**src/rtl/bsg_manycore_prof_ctrl.sv**
```systemverilog
// Profiler run controller: IDLE/RUN/FINISH sequencing, gated event flags, and a saturating cycle counter.
// Optional auto-start after reset is enabled by defining BSG_MANYCORE_PROF_CTRL_AUTOSTART_EN.
//
// state    | meaning
// ---------+-------------------------------------------------------------
// S_IDLE   | profiler held in reset, waiting for start (or auto-start)
// S_RUN    | counting unfrozen cycles, forwarding events to the profiler
// S_FINISH | one-cycle finish pulse to the profiler, then back to IDLE
module bsg_manycore_prof_ctrl #(
    parameter logic [31:0] max_cycles_p = 32'hFFFF_FFFF,
    parameter int          num_ev_p     = 7
) (
    input  logic                clk_i,
    input  logic                reset_n_i,
    input  logic                freeze_i,
    input  logic                cmd_v_i,
    input  logic [1:0]          cmd_i,
    output logic                cmd_ready_o,
    input  logic [num_ev_p-1:0] ev_i,
    output logic [num_ev_p-1:0] ev_o,
    output logic                reset_prof_o,
    output logic                finish_prof_o,
    output logic                running_o,
    output logic [31:0]         cycles_o
);

    typedef enum logic [1:0] {
        S_IDLE   = 2'd0,
        S_RUN    = 2'd1,
        S_FINISH = 2'd2
    } state_e;

    localparam logic [1:0]  CmdStart  = 2'b01;
    localparam logic [1:0]  CmdStop   = 2'b10;
    localparam logic [1:0]  CmdClear  = 2'b11;
    localparam logic [31:0] LastCycle = max_cycles_p - 32'd1;

    state_e                state_q, state_d;
    logic [31:0]           cycles_q, cycles_d;
    logic [num_ev_p-1:0]   ev_q, ev_d;
    logic                  reset_prof_q, reset_prof_d;
    logic                  finish_q, finish_d;
    logic                  running_q, running_d;
    logic                  clr_pulse;
    logic                  ev_gate;

    logic cmd_acc, start_acc, stop_acc, clear_acc;
    logic auto_start, timeout, cnt_en;

    assign cmd_ready_o = (state_q != S_FINISH);
    assign cmd_acc     = cmd_v_i & cmd_ready_o;
    assign start_acc   = cmd_acc & (cmd_i == CmdStart);
    assign stop_acc    = cmd_acc & (cmd_i == CmdStop);
    assign clear_acc   = cmd_acc & (cmd_i == CmdClear);

    // Counter stops at the budget so it can never wrap, even if the budget is all ones.
    assign cnt_en  = ~freeze_i & (cycles_q != max_cycles_p);
    assign timeout = ~freeze_i & (cycles_q == LastCycle);

`ifdef BSG_MANYCORE_PROF_CTRL_AUTOSTART_EN
    logic auto_done_q, auto_done_d;

    // Armed once per reset; any entry into RUN (command or automatic) disarms it.
    assign auto_start  = ~auto_done_q & ~freeze_i;
    assign auto_done_d = auto_done_q | (state_d == S_RUN);

    always_ff @(posedge clk_i or negedge reset_n_i) begin
        if (!reset_n_i) auto_done_q <= 1'b0;
        else            auto_done_q <= auto_done_d;
    end
`else
    assign auto_start = 1'b0;
`endif

    always_comb begin
        state_d   = state_q;
        cycles_d  = cycles_q;
        clr_pulse = 1'b0;
        case (state_q)
            S_IDLE: begin
                cycles_d = '0;
                if (start_acc | auto_start) state_d = S_RUN;
            end
            S_RUN: begin
                if (cnt_en) cycles_d = cycles_q + 32'd1;
                // Timeout or stop ends the run; a clear in the same cycle loses.
                if (timeout | stop_acc) begin
                    state_d = S_FINISH;
                end else if (clear_acc) begin
                    cycles_d  = '0;
                    clr_pulse = 1'b1;
                end
            end
            S_FINISH: begin
                cycles_d = '0;
                state_d  = S_IDLE;
            end
            default: begin
                cycles_d = '0;
                state_d  = S_IDLE;
            end
        endcase
    end

    // Events only pass while staying in RUN unfrozen, so FINISH and the clear pulse see zeros.
    assign ev_gate      = (state_q == S_RUN) & ~freeze_i & (state_d == S_RUN) & ~clr_pulse;
    assign ev_d         = ev_i & {num_ev_p{ev_gate}};
    assign reset_prof_d = (state_d == S_IDLE) | clr_pulse;
    assign finish_d     = (state_d == S_FINISH);
    assign running_d    = (state_d == S_RUN);

    always_ff @(posedge clk_i or negedge reset_n_i) begin
        if (!reset_n_i) begin
            state_q      <= S_IDLE;
            cycles_q     <= '0;
            ev_q         <= '0;
            reset_prof_q <= 1'b1;
            finish_q     <= 1'b0;
            running_q    <= 1'b0;
        end else begin
            state_q      <= state_d;
            cycles_q     <= cycles_d;
            ev_q         <= ev_d;
            reset_prof_q <= reset_prof_d;
            finish_q     <= finish_d;
            running_q    <= running_d;
        end
    end

    assign ev_o          = ev_q;
    assign reset_prof_o  = reset_prof_q;
    assign finish_prof_o = finish_q;
    assign running_o     = running_q;
    assign cycles_o      = cycles_q;

endmodule
```
**config.mk**
```make
export PLATFORM = sky130hd
export DESIGN_NAME = bsg_manycore_prof_ctrl
export DESIGN_NICKNAME = d
export VERILOG_FILES = /design/src/rtl/bsg_manycore_prof_ctrl.sv
export SDC_FILE = /design/constraint.sdc
export NUM_CORES = 1
export LEC_CHECK = 0
export CAP_MARGIN = 20
export CORE_UTILIZATION = 45
export DETAILED_ROUTE_END_ITERATION = 7
export GPL_TIMING_DRIVEN = 0
export PLACE_DENSITY = 0.81
export SLEW_MARGIN = 20
export SYNTH_ARGS = -nofsm -noshare
export SYNTH_HDL_FRONTEND = slang
export SYNTH_SLANG_ARGS = --single-unit
```
**constraint.sdc**
```tcl
create_clock -name clk_i -period 2.95 [get_ports clk_i]
set_clock_uncertainty 0.05 [all_clocks]
set_input_delay 0.295 -clock clk_i [delete_from_list [all_inputs] [get_ports clk_i]]
set_output_delay 0.295 -clock clk_i [all_outputs]
set_load 0.05 [all_outputs]
```
==> reports/qor.csv <==
stage,metric,value,unit
setup_path,Critical Path Max Stage Delay,0.55,ns
final_layout,fillers,460,
clock_network,# H-tree levels,2,
final_layout,ant diodes,0,
grt,Overflow after GRT,0,
timing,Setup Viol. Count Final,0,
synthesis,most frequent cell after synthesis,dfrtp_1,
setup_path,Worst Path Buf+Inv,0,
synthesis,synthesized flop and latch total,44,
route,vias,2202,
power,VDD IR-drop max,0.410,mV
setup_path,worst-path fanout max,7,
synthesis,Synth cell types,41,
timing,max_slew headroom,53.5,%
power,NetSw,411,uW
synthesis,post-synthesis sequential area ratio,46.5,%
clock_network,CTS tree,done,
synthesis,cell taking the most area after synthesis,dfrtp_1,
die,number of core rows,26,
timing,worst slew pin tran,0.692,ns
place,pre-CTS WS,0.432,ns
power,switching part of the total power,29.9,%
power,Pleak,1.18,nW
place,placed cell areas,0.00302,mm^2
clock_network,Worst-path clk slew,0.09,ns
status,outcome,"finished, final reports clean",
timing,fmax,397,MHz
timing,final worst slack,0.430,ns
grt,largest net degree at the start of global routing,25,
synthesis,Post-synth EDFFs,0,
synthesis,Synth async-reset ratio,100,%
route,DR iter-0 viols,139,
power,combinational share of power,18.9,%
final_layout,Layout area overhead,32.5,%
synthesis,YS warnings,0,
timing,final hold vios,0,
synthesis,Mapped Avg Cell Area,9.53,um^2
setup_path,critical path endpoint category,flip-flop,
setup_path,Crit Path Class,reg -> reg,
route,Post-route DRC,0,
final_layout,# nets final,327,
die,initial core utilization,46.4,%
place,input/output buffers,54,
route,post-route ant nets,0,
timing,RSZ-0062 raised after global routing,false,
synthesis,Post-synth top cells,"dfrtp_1, a21oi_1, nor2_1, nand2_1, o31ai_1",
route,vias per cell,5.75,
clock_network,Root Buffer,clkbuf_8,
route,WL per Instance,14.6,um
die,die area,0.00557,mm^2
power,clock power share,34.0,%
grt,number of global-route vias before repair,2012,
run,Max Cap Viol,0,
clock_network,CTS buffer count,5,
final_layout,fin area,0.00314,mm^2
timing,TNS Setup,0,ns
clock_network,post_cts resized,0,
timing,Pins Over Slew Limit,0,
power,Flop pwr share,47.0,%
die,die span in y,74.6,um
synthesis,gate count after technology mapping,249,
route,final WL,5590,um
die,# IOs,56,
clock_network,maximum buffer depth of the clock tree,2,
synthesis,"Net Count, Synth",264,
setup_path,Worst Setup Start Kind,flip-flop,
synthesis,largest cells by area after synthesis,"dfrtp_1, a21oi_1, o31ai_1, or4_1, nor2_1",
timing,Final Critical Period,2.52,ns
place,dpl hpwl,4140,um
timing,Tcrit/Tclk final,85.4,%
place,Placer Congestion,0.804,
setup_path,WP data arrival,2.64,ns
grt,global-route wire length before repair,9070,um
die,Die X,74.6,um
clock_network,clock latency on the worst-skew pair,0.30,ns
hold_path,Worst Hold Class,in -> async,
grt,GRT Resource Usage Total,21.5,%
die,core area,0.00511,mm^2
route,First-pass DRT Iterations,4,
power,Power per Cell Area,438,mW/mm^2
synthesis,"Cell Area, Synth",0.00237,mm^2
setup_path,worst path required time,3.07,ns
power,Pint,965,uW
clock_network,Sink Count,44,
final_layout,ratio of cells with drive above 1 in the final layout,8.31,%
setup_path,crit-path leading delay family,simple AND/OR/NAND/NOR gates,
synthesis,area share of the largest cell type after synthesis,45.4,%
setup_path,worst path cell trace,"nand4_1, or4_4, nor4_4, mux2i_1, nor2_1",
setup_path,CP max stage cell,mux2i_1,
grt,initial antenna violation count,0,
synthesis,"Top FF cell, synth",dfrtp_1,
-- cells by family (layout without fill, tap and decap cells) --
group                      Yosys count  after routing  synth area share [%]
AOI/OAI and AO/OA                   61             61                  17.5
DFF                                 44             44                  46.5
buffers and inverters               16             80                  2.80
adders and majority gates            2              2                  1.05
muxes                                4              4                  1.69
xor gates and xnor gates             6              6                  2.22
and+or+nand+nor                    116            116                  28.3
-- per-layer routing --
layer	part of all wire, %	global-route usage (%)	routed length, um	vias up
met3	7.2	7.45	402	6
met4	0.82	5.45	46	0
met5	0	0	0	-
met2	47	34.8	2630	58
li1	-	-	-	1073
met1	45	27.5	2510	1065
-- flip-flops by register name, summed over array words and instances (netlist names) --
| register | count |
|---|---|
| state_q | 2 |
| ev_o | 7 |
| reset_prof_o | 1 |
| running_o | 1 |
| cycles_o | 32 |
| finish_prof_o | 1 |
-- metrics by stage --
step           power [mW]  util (%)  std cells  hold WS, ns
3_3_place_gp        0.912      58.7        373        0.502
5_1_grt              1.42      61.6        383        0.464
3_5_place_dp        0.919      59.2        374        0.248
6_report             1.38      61.6        383        0.444
2_1_floorplan       0.815         -        249      -0.0506
4_1_cts              1.38      61.6        383        0.445
-- layout make-up --
class | count | area [um^2] | share of cell area, %
multi-input cells | 189 | 1200 | 38.3
flip-flops and latches | 44 | 1100 | 35.1
repair buffers | 56 | 573 | 18.2
well taps | 70 | 87.6 | 2.79
clock buffers | 5 | 68.8 | 2.19
clock inverters | 3 | 42.5 | 1.35
plain buffers | 9 | 40.0 | 1.27
inverters | 7 | 26.3 | 0.836
-- power groups by stage --
| stage | Combinational [mW] | Sequential (mW) | Clock (mW) |
|---|---|---|---|
| floorplan | 0.0874 | 0.728 | 0 |
| global placement | 0.254 | 0.658 | 0 |
| detailed placement | 0.261 | 0.658 | 0 |
| CTS | 0.263 | 0.647 | 0.471 |
| global route | 0.282 | 0.649 | 0.491 |
| finish | 0.261 | 0.647 | 0.468 |
-- cell usage in the layout (no fill, tap or decap), types with 3 or more instances in the layout --
master,Yosys,final
nand4_1,11,11
a21o_1,3,3
or4_1,12,12
nand2_1,18,18
mux2i_1,4,4
nand3_1,13,13
buf_2,5,6
or3_1,7,7
and4_1,5,5
clkbuf_1,4,4
o21ai_0,6,6
a21oi_1,26,26
o31ai_1,14,14
and3_1,5,5
nor3_1,5,5
clkbuf_8,0,5
xnor2_1,6,6
clkdlybuf4s50_1,0,53
inv_1,7,7
nor2_1,22,22
dfrtp_1,43,43
-- final timing paths --
check,cells past startpoint,slack (ns),endpoint,from
setup / recovery,5,0.43,ev_o[1]$_DFF_PN0_,cycles_o[16]$_DFF_PN0_
setup reg to reg,5,0.43,ev_o[1]$_DFF_PN0_,cycles_o[16]$_DFF_PN0_
hold reg to reg,2,0.53,cycles_o[31]$_DFF_PN0_,cycles_o[31]$_DFF_PN0_
min in group clk_i,3,0.45,ev_o[0]$_DFF_PN0_,ev_i[0]
max in group asynchronous,3,1.91,cycles_o[11]$_DFF_PN0_,reset_n_i
hold / removal,2,0.44,cycles_o[23]$_DFF_PN0_,reset_n_i
-- what timing repair did --
action / CTS / global route
hold endpoints to repair: 19 / 0
hold buffers: 1 / 0
setup buffers: 0 / 0
Note: power is estimated with default switching activity, not from simulation.
